==> src/rtl/serial_cmp_pkg.sv <==
// Shared constants for the serial magnitude comparator controller.
// The state encodings are fixed because other blocks already decode them.
package serial_cmp_pkg;

  localparam logic [1:0] S_IDLE = 2'd0;
  localparam logic [1:0] S_CMP  = 2'd1;
  localparam logic [1:0] S_DONE = 2'd2;

  // Counter width that can hold every value from 0 to width
  function automatic int unsigned cnt_width(input int unsigned width);
    return $clog2(width + 1);
  endfunction

endpackage

==> src/rtl/comparator_1_bit.sv <==
// Purely combinational single-bit magnitude comparator.
// This is the shared bit datapath that the serial controller steps through.
module comparator_1_bit (
  input  logic a,
  input  logic b,
  output logic a_eq_b,
  output logic a_lt_b,
  output logic a_gt_b
);

  assign a_eq_b = ~(a ^ b);
  assign a_lt_b = ~a & b;
  assign a_gt_b = a & ~b;

endmodule

==> src/rtl/serial_mag_comparator_ctrl.sv <==
// Serial MSB-first magnitude compare of two unsigned operands using one 1-bit comparator.
// The compare stops at the first differing bit and reports it with a one-cycle done pulse.
module serial_mag_comparator_ctrl
  import serial_cmp_pkg::*;
#(
  parameter  int unsigned WIDTH = 8,
  localparam int unsigned CW    = cnt_width(WIDTH)
) (
  input  logic          clk,
  input  logic          rst,
  input  logic          start,
  input  logic [WIDTH-1:0] a,
  input  logic [WIDTH-1:0] b,
  output logic          busy,
  output logic          done,
  output logic          a_eq_b,
  output logic          a_lt_b,
  output logic          a_gt_b,
  output logic [CW-1:0] diff_idx
);

  logic [1:0]       state;
  logic [WIDTH-1:0] sa;
  logic [WIDTH-1:0] sb;
  logic [CW-1:0]    cnt;
  logic             bit_eq;
  logic             bit_lt;
  logic             bit_gt;

  comparator_1_bit u_bit (
    .a      (sa[WIDTH-1]),
    .b      (sb[WIDTH-1]),
    .a_eq_b (bit_eq),
    .a_lt_b (bit_lt),
    .a_gt_b (bit_gt)
  );

  // cnt tracks the original bit position of the bit currently in the MSB slot
  always_ff @(posedge clk) begin
    if (rst) begin
      state    <= S_IDLE;
      sa       <= '0;
      sb       <= '0;
      cnt      <= '0;
      a_eq_b   <= 1'b0;
      a_lt_b   <= 1'b0;
      a_gt_b   <= 1'b0;
      diff_idx <= '0;
    end else begin
      case (state)
        S_IDLE: begin
          if (start) begin
            sa    <= a;
            sb    <= b;
            cnt   <= CW'(WIDTH - 1);
            state <= S_CMP;
          end
        end
        S_CMP: begin
          if (!bit_eq) begin
            a_eq_b   <= 1'b0;
            a_lt_b   <= bit_lt;
            a_gt_b   <= bit_gt;
            diff_idx <= cnt;
            state    <= S_DONE;
          end else if (cnt == '0) begin
            a_eq_b   <= 1'b1;
            a_lt_b   <= 1'b0;
            a_gt_b   <= 1'b0;
            diff_idx <= '0;
            state    <= S_DONE;
          end else begin
            sa  <= sa << 1;
            sb  <= sb << 1;
            cnt <= cnt - CW'(1);
          end
        end
        S_DONE:  state <= S_IDLE;
        default: state <= S_IDLE;
      endcase
    end
  end

  assign busy = (state != S_IDLE);
  assign done = (state == S_DONE);

endmodule

==> config.mk <==
export PLATFORM = sky130hd
export DESIGN_NAME = serial_mag_comparator_ctrl
export DESIGN_NICKNAME = d
export VERILOG_FILES = /design/src/rtl/serial_cmp_pkg.sv /design/src/rtl/comparator_1_bit.sv /design/src/rtl/serial_mag_comparator_ctrl.sv
export SDC_FILE = /design/constraint.sdc
export NUM_CORES = 1
export LEC_CHECK = 0
export CORE_AREA = 4 4 61 74
export DETAILED_ROUTE_END_ITERATION = 12
export DIE_AREA = 0 0 65 78
export GPL_ROUTABILITY_DRIVEN = 0
export SYNTH_ARGS = -nofsm -noshare
export SYNTH_HDL_FRONTEND = slang
export SYNTH_SLANG_ARGS = --single-unit
==> constraint.sdc <==
create_clock -name clk -period 4.8 [get_ports clk]
set_input_delay 1.44 -clock clk [delete_from_list [all_inputs] [get_ports clk]]
set_output_delay 1.44 -clock clk [all_outputs]
set_load 0.03 [all_outputs]
==> results.py <==
metrics = {
    "worst_setup_path": {
        "crit_family": "buffers and inverters",
        "cp_slowest_stage_delay_ns": 0.67,
        "crit_buf_inv": 1,
        "start_kind": "flip-flop",
        "r2r_slack_ns": 2.65,
        "critPathCaptureType": "primary output",
        "crit_arrival_ns": 1.61,
        "critPathKind": "reg2out",
        "reg2reg_depth": 5,
        "path_cells": "nor2b_1 -> clkdlybuf4s50_1",
        "r2r-start": "sb[7]",
        "crit-reg2reg-capture": "sa[2]",
        "critPathMaxFanout": 9,
        "cp.required_ns": 3.36,
        "critical_path.slowest_cell": "clkdlybuf4s50_1",
    },
    "global_routing": {
        "antenna_found_initial": 0,
        "grt_pass1_wl_um": 6150,
        "grt_pass1_vias": 1365,
        "grtUsageTotal_pct": 15.3,
        "overflow": 0,
        "grt_max_degree": 34,
    },
    "drt": {
        "drc": 0,
        "drt-vias-per-instance": 5.56,
        "routed_wl_um": 3540,
        "wl_per_cell_um": 15.0,
        "first_iter_violations": 142,
        "drt_first_pass_iters": 4,
        "vias": 1312,
        "ant_nets": 0,
    },
    "clocking": {
        "clock-sinks": 29,
        "cts_root_buf": "clkbuf_8",
        "clk_latency_ns": 0.28,
        "cts_setup_buffers": 0,
        "hold_buffers": 0,
        "clockBufferDepth": 2,
        "cts_max_level": 2,
        "path_clk_slew_ns": 0.06,
        "cts_made_buffers": 5,
        "cts_resized": 0,
        "cts_tree": "built",
    },
    "synthesis": {
        "synth_top_area_cell": "dfxtp_1",
        "netlist_area_um2": 1460,
        "ys_ff_latch": 29,
        "yosysUniqueCellTypes": 36,
        "postSynthAreaPerCell_um2": 8.98,
        "async_reset_ff_share_pct": 0,
        "yosysSeqAreaShare_pct": 39.7,
        "yosys_warnings": 0,
        "syn_inst": 163,
        "synth_nets": 185,
        "synth_top_area_share_pct": 39.7,
        "synth-main-ff-cell": "dfxtp_1",
        "synth_edf_count": 0,
        "synthTopCellsByArea": "dfxtp_1 (40%), a311oi_1 (9.0%), a211oi_1 (7.7%)",
    },
    "floorplan": {
        "core_area_um2": 3850,
        "start_util_pct": 38.0,
        "die_x_um": 65,
        "std_cell_rows": 25,
        "dieArea_um2": 5070,
        "ios": 28,
        "die-height_um": 78,
    },
    "sta": {
        "post-route-period-util_pct": 63.5,
        "drv_slew": 0,
        "finalSetupTns_ns": 0,
        "setup_viol": 0,
        "grt_setup_unrepaired": "no",
        "max_freq_mhz": 328,
        "max_slew_margin_pct": 25.6,
        "finalHoldViolCount": 0,
        "fin_skew_ns": 0.00246,
        "worst-slew-pin-transition_ns": 1.11,
        "layout_min_cycle_time_ns": 3.05,
    },
    "final_layout": {
        "syn_to_final_growth_pct": 22.1,
        "nets": 204,
        "n_antenna_cell": 0,
        "drive_gt1_share_pct": 7.69,
        "finalNonFillerCells": 236,
    },
    "run_status": {
        "status": "completed",
    },
    "placement": {
        "portBuffers": 27,
        "dp_hpwl_um": 2180,
        "dp.cells": 229,
    },
    "pwr": {
        "ir_drop_mv": 0.211,
        "comb_power_share_pct": 28.3,
        "power.leakage_nw": 0.609,
        "switching_share_pct": 33.5,
        "power.density_nw_per_um2": 392,
        "power_frac_clock_pct": 28.9,
        "p_sw_w": 0.000235,
        "p_int_w": 0.000466,
        "power_w": 0.000701,
        "seqPwrFrac_pct": 42.8,
    },
    "worst_hold_path": {
        "hold_end": "sb[2]",
        "hold_path_startpoint": "sb[1]",
        "hold_depth": 2,
        "hold_class": "reg2reg",
    },
    "flow_run": {
        "cap_violations": 0,
    },
}
-- per-stage QoR --
step | utilization, % | setup WS (ns) | cell area (um^2) | hold WS [ns]
4_1_cts | 46.5 | 1.74 | 1790 | 0.486
5_1_grt | 46.5 | 1.66 | 1790 | 0.511
6_report | 46.5 | 1.75 | 1790 | 0.485
3_5_place_dp | 44.2 | 1.66 | 1700 | 0.476
3_3_place_gp | 44.2 | 1.71 | 1700 | 0.462
2_1_floorplan | - | 2.45 | 1460 | 0.449
-- per-layer routing --
metal | track usage, % | share of wire [%]
met1 | 17.7 | 46
met4 | 6.34 | 1.9
met5 | 0 | 0
met3 | 5.35 | 5.9
met2 | 25.2 | 46
-- cells by family after synthesis --
group	Yosys count	share of synthesized area, %
flip-flops	29	39.7
AO/OA/AOI/OAI	51	26.7
AND/OR/NAND/NOR	58	21.4
multiplexers	2	1.37
buffers and inverters	20	8.37
adder cells (fa/ha/maj)	3	2.56
-- cell usage in the layout, fill, tap and decap left out --
cell type / instances
dfxtp_1: 29
nand2_1: 28
clkdlybuf4s50_1: 27
a211oi_1: 15
a311oi_1: 15
nand2b_1: 7
nand3_1: 6
a21oi_1: 6
clkbuf_8: 6
inv_1: 4
a22oi_1: 4
nor2b_1: 3
a21oi_2: 3
ha_1: 3
or3b_1: 2
nand4b_1: 2
o21ai_0: 2
nor2_1: 2
mux2i_1: 2
or2_2: 1
nor3b_2: 1
nand3b_1: 1
o21ai_2: 1
and3b_1: 1
nor3b_4: 1
o211a_1: 1
a31o_1: 1
nor3b_1: 1
nor3_1: 1
o211ai_1: 1
nor4_1: 1
o311ai_0: 1
a31oi_1: 1
clkbuf_1: 1
buf_4: 1
-- state kept, by name, summed over array words and instances, names as in the netlist --
signal    cells
sa            8
sb            8
cnt           4
diff_idx      4
state         2
a_eq_b        1
a_gt_b        1
a_lt_b        1
-- synthesized netlist by cell type, types with 3 or more instances --
cell	n
nand2b_1	7
a21oi_2	3
a21oi_1	6
nand2_1	28
inv_1	4
nand3_1	6
a22oi_1	4
ha_1	3
buf_6	3
a311oi_1	15
a211oi_1	15
nor2b_1	3
buf_4	6
clkbuf_1	5
dfxtp_1	29
-- power by group through the flow --
| stage | registers (W) | clock network [W] | logic (W) |
|---|---|---|---|
| 4_1_cts | 0.000299 | 0.000209 | 0.000198 |
| 6_report | 0.000300 | 0.000202 | 0.000199 |
| 3_5_place_dp | 0.000304 | 0 | 0.000197 |
| 2_1_floorplan | 0.000304 | 0 | 0.000157 |
| 3_3_place_gp | 0.000303 | 0 | 0.000194 |
| 5_1_grt | 0.000305 | 0.000218 | 0.000220 |
-- layout make-up --
| cell class | count | area [um^2] |
|---|---|---|
| Fill cell | 383 | 2060 |
| Multi-Input combinational cell | 114 | 761 |
| Sequential cell | 29 | 581 |
| Timing Repair Buffer | 28 | 278 |
| Clock buffer | 7 | 86.3 |
| Tap cell | 54 | 67.6 |
| Inverter | 4 | 15.0 |
-- how the worst max path moves through the flow --
stage                        start    end  slack, ns  cells past startpoint
after floorplan              start  sa[4]       2.45                      4
after global placement       start  sb[7]       1.71                      4
after detailed placement       rst  sb[0]       1.66                      3
after CTS                 state[1]   done       1.74                      2
after global routing      state[1]   done       1.66                      2
final                     state[1]   done       1.75                      2
-- tightest hold or removal path, stage by stage (launching register included) --
cell and delay [ns]:
dfxtp_1 0.31, nand2_1 0.05, a311oi_1 0.07
Note: power is estimated with default switching activity, not from simulation.
